**config.mk**
```make
export PLATFORM = sky130hd
export DESIGN_NAME = instr_fetch
export DESIGN_NICKNAME = d
export VERILOG_FILES = /design/src/rtl/lc3_pkg.sv /design/src/rtl/fetch_wait_counter.sv /design/src/rtl/instr_fetch.sv
export SDC_FILE = /design/constraint.sdc
export NUM_CORES = 1
export LEC_CHECK = 0
export ABC_AREA = 1
export BUFFER_PORTS_ARGS = -buffer_cell sky130_fd_sc_hd__buf_2
export CAP_MARGIN = 40
export CORE_ASPECT_RATIO = 0.6
export CORE_MARGIN = 4
export CORE_UTILIZATION = 50
export CTS_BUF_LIST = sky130_fd_sc_hd__clkbuf_8 sky130_fd_sc_hd__clkbuf_16
export CTS_CLUSTER_SIZE = 30
export DETAILED_ROUTE_END_ITERATION = 6
export GPL_ROUTABILITY_DRIVEN = 0
export PLACE_DENSITY = 0.76
export SETUP_SLACK_MARGIN = 0.3
export SYNTH_ARGS = -nofsm -noshare
export SYNTH_HDL_FRONTEND = slang
export SYNTH_SLANG_ARGS = --single-unit
```
**constraint.sdc**
```tcl
create_clock -name clk -period 1.82 [get_ports clk]
set_input_delay 0.091 -clock clk [delete_from_list [all_inputs] [get_ports clk]]
set_output_delay 0.091 -clock clk [all_outputs]
set_load 0.02 [all_outputs]
```
**src/rtl/lc3_pkg.sv**
```systemverilog
// Shared LC-3 datapath definitions: word width, PC mux selects and fetch FSM encoding.
package lc3_pkg;

  localparam int unsigned WORD_W = 16;

  localparam logic [1:0] SEL_PC_INC = 2'b00;
  localparam logic [1:0] SEL_PC_EAB = 2'b01;
  localparam logic [1:0] SEL_PC_BUS = 2'b10;

  typedef enum logic [1:0] {
    StIdle,
    StMarld,
    StWait,
    StLdir
  } fetch_state_t;

endpackage

```
**src/rtl/fetch_wait_counter.sv**
```systemverilog
// Memory wait counter for instruction fetch: 8-bit saturating, hit when count reaches WAIT_MAX.
module fetch_wait_counter #(
  parameter int unsigned WAIT_MAX = 15
) (
  input  logic clk,
  input  logic reset,
  input  logic clr,
  input  logic inc,
  output logic hit
);

  localparam logic [7:0] WaitMax = 8'(WAIT_MAX);

  logic [7:0] cnt_q, cnt_d;

  always_comb begin
    cnt_d = cnt_q;
    if (clr) begin
      cnt_d = '0;
    end else if (inc && (cnt_q != 8'hFF)) begin
      cnt_d = cnt_q + 8'd1;
    end
  end

  always_ff @(posedge clk) begin
    if (!reset) begin
      cnt_q <= '0;
    end else begin
      cnt_q <= cnt_d;
    end
  end

  assign hit = (cnt_q == WaitMax);

endmodule

```
**src/rtl/instr_fetch.sv**
```systemverilog
// LC-3 instruction-fetch sequencer: latches PC into MAR, bumps the PC, reads memory, loads IR.
module instr_fetch
  import lc3_pkg::*;
#(
  parameter int unsigned WAIT_MAX = 15
) (
  input  logic              clk,
  input  logic              reset,
  input  logic              start,
  input  logic              flush,
  input  logic [WORD_W-1:0] PCOut,
  input  logic [WORD_W-1:0] mem_rdata,
  input  logic              mem_ready,
  output logic [WORD_W-1:0] mem_addr,
  output logic              mem_req,
  output logic              ldPC,
  output logic [1:0]        selPC,
  output logic [WORD_W-1:0] IR,
  output logic              fetch_done,
  output logic              fetch_err,
  output logic              busy
);

  fetch_state_t state_q, state_d;
  logic [WORD_W-1:0] mar_q, mar_d;
  logic [WORD_W-1:0] mdr_q, mdr_d;
  logic [WORD_W-1:0] ir_q, ir_d;
  logic done_q, done_d;
  logic err_q, err_d;
  logic cnt_clr, cnt_inc, cnt_hit;

  fetch_wait_counter #(
    .WAIT_MAX (WAIT_MAX)
  ) u_wait_cnt (
    .clk   (clk),
    .reset (reset),
    .clr   (cnt_clr),
    .inc   (cnt_inc),
    .hit   (cnt_hit)
  );

  always_ff @(posedge clk) begin
    if (!reset) begin
      state_q <= StIdle;
      mar_q   <= '0;
      mdr_q   <= '0;
      ir_q    <= '0;
      done_q  <= 1'b0;
      err_q   <= 1'b0;
    end else begin
      state_q <= state_d;
      mar_q   <= mar_d;
      mdr_q   <= mdr_d;
      ir_q    <= ir_d;
      done_q  <= done_d;
      err_q   <= err_d;
    end
  end

  // Next state plus datapath updates; flush abandons the fetch with no side effects.
  always_comb begin
    state_d = state_q;
    mar_d   = mar_q;
    mdr_d   = mdr_q;
    ir_d    = ir_q;
    done_d  = 1'b0;
    err_d   = err_q;
    cnt_clr = 1'b0;
    cnt_inc = 1'b0;
    if (flush) begin
      state_d = StIdle;
    end else begin
      unique case (state_q)
        StIdle: begin
          if (start) begin
            state_d = StMarld;
            err_d   = 1'b0;
          end
        end
        StMarld: begin
          mar_d   = PCOut;
          cnt_clr = 1'b1;
          state_d = StWait;
        end
        StWait: begin
          if (mem_ready) begin
            mdr_d   = mem_rdata;
            state_d = StLdir;
          end else if (cnt_hit) begin
            err_d   = 1'b1;
            state_d = StIdle;
          end else begin
            cnt_inc = 1'b1;
          end
        end
        StLdir: begin
          ir_d    = mdr_q;
          done_d  = 1'b1;
          state_d = StIdle;
        end
        default: state_d = StIdle;
      endcase
    end
  end

  always_comb begin
    mem_req    = (state_q == StWait);
    ldPC       = (state_q == StMarld) && !flush;
    busy       = (state_q != StIdle);
    selPC      = SEL_PC_INC;
    mem_addr   = mar_q;
    IR         = ir_q;
    fetch_done = done_q;
    fetch_err  = err_q;
  end

endmodule

```
==> results_dict.tcl <==
set metrics [dict create \
    crit_type "reg2reg" \
    min_path_type "in2reg" \
    crit_top_cell "nor2_1" \
    routedWlPerCell_um 12.78 \
    syn_area_mm2 0.002367 \
    synthMuxAreaShare 0 \
    pin_count 76 \
    ff_latch_area_mm2 0.001204 \
    cts_buffer_depth 2 \
    cts.htree.levels 3 \
    drive_gt1_frac 0.2697 \
    cp_cell_sequence "ha_2, nand2_1, nor2_4, nand2_4, nand4_4, buf_4, nor2_1, nor2_1" \
    synth_adder_area_share 0.005285 \
    port-buffer-count 73 \
    p_comb_frac 0.090 \
    drt-total-wl_mm 6.161 \
    slowest_delay_ps 340 \
    synth_top_flop_cell "dfxtp_1" \
    clkPwrFrac 0.393 \
    die_w_um 96.83 \
    total_power_mw 2.610 \
    initial_core_util 0.5186 \
    power.switching_uw 620.9 \
    leakage_nw 1.560 \
    maxSlewViolCount 0 \
    setup_tns_ps 0 \
    multi_input_comb_area_mm2 0.001080 \
    synth_edf_count 0 \
    synth_top_family_by_area "simple AND/OR/NAND/NOR gates" \
    root_buffer "clkbuf_8" \
    crit_path_max_fanout 8 \
    hold_viol_final 0 \
    slew_headroom 0.6347 \
    fillCellCount 386 \
    syn_inst 312 \
    fp.dieH_um 61.30 \
    outcome "completed" \
    nets 453 \
    grt_pass1_wl_mm 10.47 \
    clock_latency_ps 340 \
    crit_arrival_ps 1650 \
    overflow 0 \
    antenna_found_initial 0 \
    p_seq_frac 0.517 \
    drcViolationCount 0 \
    ant_nets 0 \
    mostFrequentLayoutCells "107 x nor2_1, 72 x buf_2, 58 x dfxtp_1" \
    whs_ps 19.01 \
    dr.first_iter.drc_count 182 \
    clock-sinks 60 \
    p_sw_frac 0.2379 \
    skew_ps 5.923 \
    grt_max_degree 36 \
    grt_usage 0.2259 \
    setup_viol 0 \
    num_vias 2348 \
    grt_pass1_vias 2191 \
    critPathRequiredTime_ps 2050 \
    fin_crit_sh 0.7785 \
    cp_slowest_cell "dfxtp_2" \
    drt-vias-per-instance 4.871 \
    fin_util 0.7138 \
    synthArstFlopShare 0 \
    dp_hpwl_mm 3.944 \
    yosysWarningCount 0 \
    dr.pass1.iters 5 \
    synth_compound_area_frac 0.1321 \
    rsz0062_at_grt "false" \
    dieArea_mm2 0.005936 \
    ys_seq_area_frac 0.5074 \
    std_cell_rows 19 \
    diodes 0 \
    fin_crit_ps 1417 \
    synth_xor_area_frac 0.01110 \
    internal_power_mw 1.989 \
    numCtsBuffers 9 \
    layout.cells.non_filler 482 \
    cts_tree "done" \
    ir_drop_uv 692.0 \
    ys_types 29 \
    synth-simple-area-share 0.2849 \
    coreArea_mm2 0.004564 \
    fmax_mhz 705.8 \
    cp-start-kind "register" \
    layout_commonest_cell "nor2_1" \
    path_clk_slew_ps 60 \
    syn_to_final_growth_pct 37.63 \
    syn_area_per_cell_um2 7.587 \
    end_kind "register" \
    p_per_area_mw_per_mm2 801.1 \
    dp.cells 440 \
    worstMarginPinSlew_ps 548.0 \
    maxCapViolCount 0 \
    ys_seq_elements 60 \
]
==> state kept, by name (all words and copies together), names as in the netlist <==
name	cells
IR	16
mdr_q	16
mem_addr	16
u_wait_cnt.cnt_q	8
state_q	2
fetch_done	1
fetch_err	1
==> final timing paths <==
kind | depth (start not counted) | start | endpoint | slack, ps
worst min-delay path | 3 | mem_rdata[1] | mdr_q[1] | 20
worst max-delay path | 8 | u_wait_cnt.cnt_q[0] | u_wait_cnt.cnt_q[6] | 400
worst min register to register | 2 | mdr_q[11] | IR[11] | 480
worst max register to register | 8 | u_wait_cnt.cnt_q[0] | u_wait_cnt.cnt_q[6] | 400
==> power groups by stage <==
stage / clock (mW) / combinational (mW) / sequential, mW
3_5_place_dp: 0 / 0.184 / 1.38
2_1_floorplan: 0 / 0.0837 / 1.40
3_3_place_gp: 0 / 0.183 / 1.38
6_report: 1.03 / 0.234 / 1.35
4_1_cts: 1.04 / 0.228 / 1.35
5_1_grt: 1.11 / 0.257 / 1.35
==> cells in the mapped netlist, types with 2 or more instances <==
master | n | area, µm²
nor2_1 | 107 | 401.6
dfxtp_1 | 60 | 1201
o21ai_0 | 30 | 150.1
nand2_1 | 27 | 101.4
o21ai_1 | 20 | 100.1
nand3_1 | 12 | 60.06
a21oi_1 | 8 | 40.04
inv_1 | 8 | 30.03
inv_2 | 6 | 22.52
buf_4 | 5 | 37.54
clkbuf_1 | 5 | 18.77
nand2_2 | 3 | 18.77
buf_6 | 2 | 22.52
nor2_2 | 2 | 12.51
nor2_4 | 2 | 22.52
xor2_1 | 2 | 17.52
==> through the flow <==
stage | instance area [µm²] | worst slack [ps]
2_1_floorplan | 2371 | 562.1
3_5_place_dp | 2761 | 317.7
4_1_cts | 3197 | 324.3
3_3_place_gp | 2761 | 372.4
5_1_grt | 3258 | 295.4
6_report | 3258 | 403.1
==> area by class of cell <==
class | instances | share of cell area
Sequential cell | 60 | 0.3694
Multi-Input combinational cell | 226 | 0.3314
Timing Repair Buffer | 104 | 0.2055
Clock buffer | 11 | 0.04647
Tap cell | 63 | 0.02419
Inverter | 14 | 0.01767
Clock inverter | 4 | 0.005376
==> worst max-delay path: cells and delay by family (launching register included) <==
kind / cells / cell delay, ps
adders and majority gates: 1 / 200
DFF: 1 / 340
and+or+nand+nor: 6 / 600
buffers and inverters: 1 / 170
==> timing repair <==
item	4_1_cts	5_1_grt
resized for setup	2	13
hold endpoints to repair	26	0
buffers inserted	0	1
hold buffers	26	0
setup endpoints to repair	2	26
pin swaps	0	2
==> per-layer routing <==
metal | global-route usage | part of all wire
met5 | 0 | 0
met3 | 0.08710 | 0.087
met4 | 0.07800 | 0.0081
met2 | 0.3686 | 0.45
met1 | 0.2820 | 0.46
==> cell families (layout without fill, tap and decap cells) <==
kind of cell	Yosys count	after routing
compound gates	61	61
xor+xnor	3	3
flops	60	60
simple gates	159	159
other cells	1	2
fa+ha+maj	1	1
buf+inv	27	133
(Power assumes the default switching activity.)
